--- config.mk ---
export PLATFORM = sky130hd
export DESIGN_NAME = dac_pulse_driver
export DESIGN_NICKNAME = d
export VERILOG_FILES = /design/src/rtl/dac_pulse_pkg.sv /design/src/rtl/dac_pulse_driver_gpio_write_decoder.sv /design/src/rtl/dac_pulse_driver.sv
export SDC_FILE = /design/constraint.sdc
export NUM_CORES = 2
export LEC_CHECK = 0
export BUFFER_PORTS_ARGS = -buffer_cell sky130_fd_sc_hd__buf_2
export CELL_PAD_IN_SITES_DETAIL_PLACEMENT = 0
export CELL_PAD_IN_SITES_GLOBAL_PLACEMENT = 1
export CORE_AREA = 2 2 566 850
export DETAILED_ROUTE_END_ITERATION = 10
export DIE_AREA = 0 0 568 852
export PLACE_DENSITY_LB_ADDON = 0.1
export SYNTH_ARGS = -nofsm -noshare
export SYNTH_HDL_FRONTEND = slang
export SYNTH_HIERARCHICAL = 1
export SYNTH_MEMORY_MAX_BITS = 65536
export SYNTH_SLANG_ARGS = --single-unit
--- constraint.sdc ---
create_clock -name clk -period 4.7 [get_ports clk]
set_clock_uncertainty 0.1 [all_clocks]
set_input_delay 0.94 -clock clk [delete_from_list [all_inputs] [get_ports clk]]
set_output_delay 0.94 -clock clk [all_outputs]
set_load 0.05 [all_outputs]
--- src/rtl/dac_pulse_pkg.sv ---
// dac_pulse_pkg: shared widths, GPIO field offsets and FSM encodings
// for the DAC pulse driver and its GPIO write decoder.
package dac_pulse_pkg;

  localparam int LANES    = 8;
  localparam int SAMPLE_W = 16;
  localparam int VAL_W    = 8;

  localparam int ADDR_LSB = 0;
  localparam int DATA_LSB = 16;
  localparam int WCLK_BIT = 24;

  typedef enum logic [0:0] {
    S_HI = 1'b0,
    S_LO = 1'b1
  } byte_st_e;

  typedef enum logic [0:0] {
    ST_RESET  = 1'b0,
    ST_STREAM = 1'b1
  } out_st_e;

  // Fill every lane with the idle code, then drop the sample
  // into its lane when a pulse is present.
  function automatic logic [LANES*SAMPLE_W-1:0] build_word(
    input logic [SAMPLE_W-1:0] idle,
    input logic [SAMPLE_W-1:0] code,
    input logic                pulse,
    input int                  lane
  );
    logic [LANES*SAMPLE_W-1:0] w;
    w = {LANES{idle}};
    if (pulse)
      w[lane*SAMPLE_W +: SAMPLE_W] = code;
    return w;
  endfunction

endpackage

--- src/rtl/dac_pulse_driver_gpio_write_decoder.sv ---
// gpio_write_decoder: synchronizes the PS w_clk strobe and emits one
// wr_pulse per rising edge with the addr/data fields captured alongside.
// Ports: clk, rst, gpio_in[31:0] in; wr_pulse, wr_addr[15:0], wr_data[7:0] out.
module gpio_write_decoder
  import dac_pulse_pkg::*;
(
  input  logic        clk,
  input  logic        rst,
  input  logic [31:0] gpio_in,
  output logic        wr_pulse,
  output logic [15:0] wr_addr,
  output logic [7:0]  wr_data
);

  // sync[1:0] is the 2-flop synchronizer, sync[2] the edge history
  logic [2:0] sync;
  logic       rise;
  logic       unused_gpio;

  assign rise        = sync[1] & ~sync[2];
  assign unused_gpio = ^gpio_in[31:25];

  always_ff @(posedge clk or posedge rst) begin
    if (rst) begin
      sync     <= '0;
      wr_pulse <= 1'b0;
      wr_addr  <= '0;
      wr_data  <= '0;
    end else begin
      sync     <= {sync[1:0], gpio_in[WCLK_BIT]};
      wr_pulse <= rise;
      if (rise) begin
        wr_addr <= gpio_in[ADDR_LSB +: 16];
        wr_data <= gpio_in[DATA_LSB +: 8];
      end
    end
  end

endmodule

--- src/rtl/dac_pulse_driver.sv ---
// dac_pulse_driver: 8-bit FSM values -> GPIO-loaded 256x16 LUT -> 8-lane
// 128-bit AXI-Stream to the RF DAC. Optional macro DAC_IDLE_REG_EN adds a
// GPIO-writable idle code. Ports: clk, rst, gpio_in, val_in/valid/ready,
// dac_output_run, m_axis_tdata/tvalid/tready, fifo_overflow (sticky).
module dac_pulse_driver
  import dac_pulse_pkg::*;
#(
  parameter logic [15:0]         ADDR_PTR   = 16'd0,
  parameter logic [15:0]         ADDR_DATA  = 16'd1,
  parameter logic [15:0]         ADDR_IDLE  = 16'd2,
  parameter int                  PULSE_LANE = 6,
  parameter logic [SAMPLE_W-1:0] IDLE_CODE  = 16'h0000,
  parameter int                  FIFO_DEPTH = 4
)(
  input  logic                      clk,
  input  logic                      rst,
  input  logic [31:0]               gpio_in,
  input  logic [VAL_W-1:0]          val_in,
  input  logic                      val_valid,
  output logic                      val_ready,
  input  logic                      dac_output_run,
  output logic [LANES*SAMPLE_W-1:0] m_axis_tdata,
  output logic                      m_axis_tvalid,
  input  logic                      m_axis_tready,
  output logic                      fifo_overflow
);

  localparam int          AW  = $clog2(FIFO_DEPTH);
  localparam logic [AW:0] ONE = 1;

  logic        wr_pulse;
  logic [15:0] wr_addr;
  logic [7:0]  wr_data;

  gpio_write_decoder u_dec (
    .clk      (clk),
    .rst      (rst),
    .gpio_in  (gpio_in),
    .wr_pulse (wr_pulse),
    .wr_addr  (wr_addr),
    .wr_data  (wr_data)
  );

  byte_st_e            bst;
  logic [7:0]          ptr;
  logic [7:0]          hi;
  logic                lut_we;
  logic [SAMPLE_W-1:0] idle;

  assign lut_we = wr_pulse
                & (wr_addr == ADDR_DATA)
                & (bst == S_LO);

`ifdef DAC_IDLE_REG_EN
  logic [SAMPLE_W-1:0] idle_q;
  logic [7:0]          idle_hi;
  logic                idle_lo;
  assign idle = idle_q;
`else
  assign idle = IDLE_CODE;
`endif

  always_ff @(posedge clk or posedge rst) begin
    if (rst) begin
      bst <= S_HI;
      ptr <= '0;
      hi  <= '0;
`ifdef DAC_IDLE_REG_EN
      idle_q  <= IDLE_CODE;
      idle_hi <= '0;
      idle_lo <= 1'b0;
`endif
    end else if (wr_pulse) begin
      unique case (1'b1)
        (wr_addr == ADDR_PTR): begin
          ptr <= wr_data;
          bst <= S_HI;
`ifdef DAC_IDLE_REG_EN
          idle_lo <= 1'b0;
`endif
        end
        (wr_addr == ADDR_DATA): begin
          if (bst == S_HI) begin
            hi  <= wr_data;
            bst <= S_LO;
          end else begin
            ptr <= ptr + 8'd1;
            bst <= S_HI;
          end
        end
        (wr_addr == ADDR_IDLE): begin
`ifdef DAC_IDLE_REG_EN
          if (!idle_lo) begin
            idle_hi <= wr_data;
            idle_lo <= 1'b1;
          end else begin
            idle_q  <= {idle_hi, wr_data};
            idle_lo <= 1'b0;
          end
`endif
        end
        default: ;
      endcase
    end
  end

  logic [VAL_W-1:0] fifo_mem [FIFO_DEPTH];
  logic [AW:0]      wptr;
  logic [AW:0]      rptr;
  logic             full;
  logic             empty;
  logic             push;
  logic             pop;
  out_st_e          ost;

  assign full  = (wptr[AW] != rptr[AW])
               & (wptr[AW-1:0] == rptr[AW-1:0]);
  assign empty = (wptr == rptr);

  assign val_ready     = (ost == ST_STREAM) & ~full;
  assign m_axis_tvalid = (ost == ST_STREAM);
  assign push = val_valid & val_ready;
  assign pop  = (ost == ST_STREAM) & dac_output_run
              & ~empty & m_axis_tready;

  logic [SAMPLE_W-1:0] lut [256];
  // lut_q doubles as the skid register: it only reloads on pop,
  // and pop needs tready, so a stalled result simply waits here.
  logic [SAMPLE_W-1:0] lut_q;
  logic                rd_v;

  always_ff @(posedge clk) begin
    if (lut_we)
      lut[ptr] <= {hi, wr_data};
    if (pop)
      lut_q <= lut[fifo_mem[rptr[AW-1:0]]];
    if (push)
      fifo_mem[wptr[AW-1:0]] <= val_in;
  end

  always_ff @(posedge clk or posedge rst) begin
    if (rst) begin
      ost           <= ST_RESET;
      wptr          <= '0;
      rptr          <= '0;
      rd_v          <= 1'b0;
      fifo_overflow <= 1'b0;
      m_axis_tdata  <= {LANES{IDLE_CODE}};
    end else begin
      ost <= ST_STREAM;
      if (push)
        wptr <= wptr + ONE;
      if (pop)
        rptr <= rptr + ONE;
      if (val_valid && full)
        fifo_overflow <= 1'b1;
      if (m_axis_tready) begin
        rd_v         <= pop;
        m_axis_tdata <= build_word(idle, lut_q,
                                   rd_v, PULSE_LANE);
      end
    end
  end

endmodule
==> impl_metrics.ini <==
[synth]
synth_area_leader_cell = edfxtp_1
synth.most_common_cell = edfxtp_1
synth.avg_cell_area_um2 = 16.76
synth_common_cells = edfxtp_1, nand2_1, mux2i_1, nor2_1, mux4_2
synth_cells = 9916
ys_ff_latch = 4214
async_flop_share_pct = 1.661
synth_top_area_share_pct = 74.87
ys_types = 85
synthTopCellsByArea = edfxtp_1, mux2i_1, mux4_2
synth_edf_count = 4144
yosys_warnings = 6
ys_seq_area_share_pct = 75.92
synth_ff_type = edfxtp_1
netlist_area_um2 = 166200

[sta]
tightest_slew_ps = 1553
min_period_over_period_pct = 100.6
grt_setup_unrepaired = false
fin_ws_ps = -28.47
hold_viol = 0
finalCriticalPeriod_ps = 4728
whs_ps = 105.2
relSlewSlack_pct = -3.535
setup_viol = 1
max_freq_mhz = 211.5
maxSlewViolCount = 52

[floorplan]
dieWidth_um = 568
start_util_pct = 34.87
die_h_um = 852
core_um2 = 476700
dieArea_um2 = 483900
rows = 311
ios = 176

[global_routing]
grt_antenna_before_repair = 47
overflow = 0
grt_use_total_pct = 25.00
grt_pass1_vias = 95820
grt_max_degree = 141
grt_pass1_wl_mm = 833.9

[cells_and_area]
seqCellArea_um2 = 126300
nNetsFinal = 10870
area_growth_syn_to_layout_pct = 17.67
num-fill-cells = 42870
design_area_um2 = 195600
drive_gt1_share_pct = 21.19
multi_input_area_um2 = 37130

[drt]
first_iter_violations = 9534
via_count = 96350
routed_wl_mm = 617.3
post_drt_wl_per_cell_um = 35.36
ant_nets = 0
post-route-drc-count = 0
via_per_inst = 5.519
firstDrtPassIters = 6

[status]
violations = slew limit, setup timing
status = finished, violations left

[cts]
numCtsBuffers = 418
cts.path.max_buffers = 4
clock-sinks = 4214
cts_tree = yes
htreeDepth = 5
cts_setup_buffers = 0
cts.reportedPaths.clkPinSlew_ps = 60
cts-root-buf = clkbuf_16
insertion_delay_ps = 1040

[power]
seqPwrFrac_pct = 34.5
clkPwrFrac_pct = 27.8
swShare_pct = 38.18
switching_power_mw = 46.76
ir_drop_mv = 0.4094
p_leak_nw = 61.60
power.density_nw_per_um2 = 626.2
p_total_mw = 122.5
power_frac_comb_pct = 37.8
intPower_mw = 75.72

[setup_path]
cp_data_required_time_ps = 5350
worstPathMaxFanout = 20
crit_path_start_kind = flop
critPathKind = reg -> reg
crit_family = simple AND/OR/NAND/NOR gates
path_cells = buf_4, mux2i_1, mux2_8, buf_4, nand2_1, buf_4, a221oi_1, a211oi_1, buf_4, nor4_1, nor4b_1
end_kind = flop
cp_num_buf_inv = 4
slowest_stage = nor4_1
cpMostUsedCell = buf_4
crit_arrival_ps = 5380
max_stage_delay_ps = 810

[placement]
placed_area_um2 = 181500
gp_congestion = 0.8814
dp_hpwl_mm = 399.6
port-buffer-count = 56

[worst_hold_path]
holdCritPathClass = in -> reg

[job]
max-cap-violations = 0
stage by stage:
stage               cells  utilization (%)  setup slack (ps)  setup TNS [ps]
finish              17460            41.03            -28.47          -28.47
global route        17450            41.03             5.891               0
CTS                 17440            41.01             14.16               0
global placement    16630            38.07             -1265           -3259
floorplan           10030                -             581.6               0
detailed placement  16630            38.07            -622.2           -1834
path summary, 6_finish.rpt:
check	startpoint	end	slack, ps	cells past startpoint
max	rptr[1]$_DFFE_PP0P_	lut_q[9]$_DFFE_PP_	-30	11
min	val_valid	fifo_overflow$_DFFE_PP0P_	110	2
max reg2reg	rptr[1]$_DFFE_PP0P_	lut_q[9]$_DFFE_PP_	-30	11
min reg2reg	u_dec/sync[0]$_DFF_PP0_	u_dec/sync[1]$_DFF_PP0_	260	0
max in group asynchronous	rst	rptr[0]$_DFFE_PP0P_	2950	4
min in group asynchronous	rst	hi[6]$_DFFE_PP0P_	610	3
per-layer routing:
| layer | GRT usage, % | vias to the layer above | part of all wire, % |
|---|---|---|---|
| li1 | - | 40820 | - |
| met1 | 30.53 | 51580 | 39 |
| met2 | 43.66 | 3151 | 50 |
| met3 | 2.911 | 783 | 4.9 |
| met4 | 12.53 | 8 | 5.8 |
| met5 | 0 | - | 0.0079 |
kinds of logic (layout without fill, tap and decap cells):
kind of cell,count (synthesis),count (layout),share of synthesized area (%)
buffers and inverters,765,1916,2.546
adder cells (fa/ha/maj),9,9,0.06775
flip-flops,4214,4214,75.92
AND/OR/NAND/NOR,2359,2359,6.200
AO/OA/AOI/OAI,1449,1449,6.128
XOR/XNOR,7,7,0.03689
other,2,132,0.004518
multiplexers,1111,1111,9.096
repair_timing:
action                                  in CTS  in global routing
resized for setup                           12                 12
endpoints found under the setup margin       6                 10
hold buffers                                29                  0
hold endpoints to repair                    54                  0
pin swaps                                    1                  3
power groups by stage:
stage	logic (mW)	clock network (mW)	registers, mW
2_1_floorplan	21.7	0	43.3
3_3_place_gp	46.3	0	43.0
3_5_place_dp	46.4	0	43.0
4_1_cts	46.6	34.7	42.2
5_1_grt	47.8	36.0	42.2
6_report	46.3	34.0	42.2
registers in the layout (all words and copies together) (netlist names):
| name | count |
|---|---|
| bst | 1 |
| lut | 4096 |
| rd_v | 1 |
| fifo_overflow | 1 |
| u_dec/wr_addr | 16 |
| fifo_mem | 32 |
| ptr | 8 |
| m_axis_tdata | 16 |
| hi | 8 |
| u_dec/wr_data | 8 |
| wptr | 3 |
| lut_q | 16 |
| u_dec/sync | 3 |
| m_axis_tvalid | 1 |
| u_dec/wr_pulse | 1 |
| rptr | 3 |
worst register-to-register path: cells and delay by family (launching register included):
family,cells,cell delay [ps]
multiplexers,2,810
AO/OA/AOI/OAI,2,560
buffers and inverters,4,1220
flip-flops,1,540
AND/OR/NAND/NOR,3,1220
area by class of cell:
type	count	share of cell area, %
Multi-Input combinational cell	5048	18.99
Clock inverter	275	1.370
Tap cell	6260	4.005
Timing Repair Buffer	1124	5.437
Antenna cell	19	0.02431
Sequential cell	4214	64.55
Inverter	12	0.02303
Clock buffer	505	5.601
cells in the final DEF (no fill, tap or decap), drive strengths merged, types with 17 or more instances in the layout:
master and n:
o221ai 204, diode 19, o22ai 163, nor4 66, dfrtp 70, mux2i 744
a211oi 186, conb 113, edfxtp 4144, o21ai 121, clkinv 197, o211ai 26
and3 41, a22oi 27, a31oi 122, nor3 66, nor2b 172, inv 27
a311oi 139, mux4 308, bufinv 46, nor2 351, a32oi 34, clkbuf 505
mux2 59, a21oi 284, nand4 48, nand3 265, dlygate4sd3 29, buf 1095
a22o 18, and2 22, clkinvlp 17, nand2 1291
Note: power is estimated with default switching activity, not from simulation.
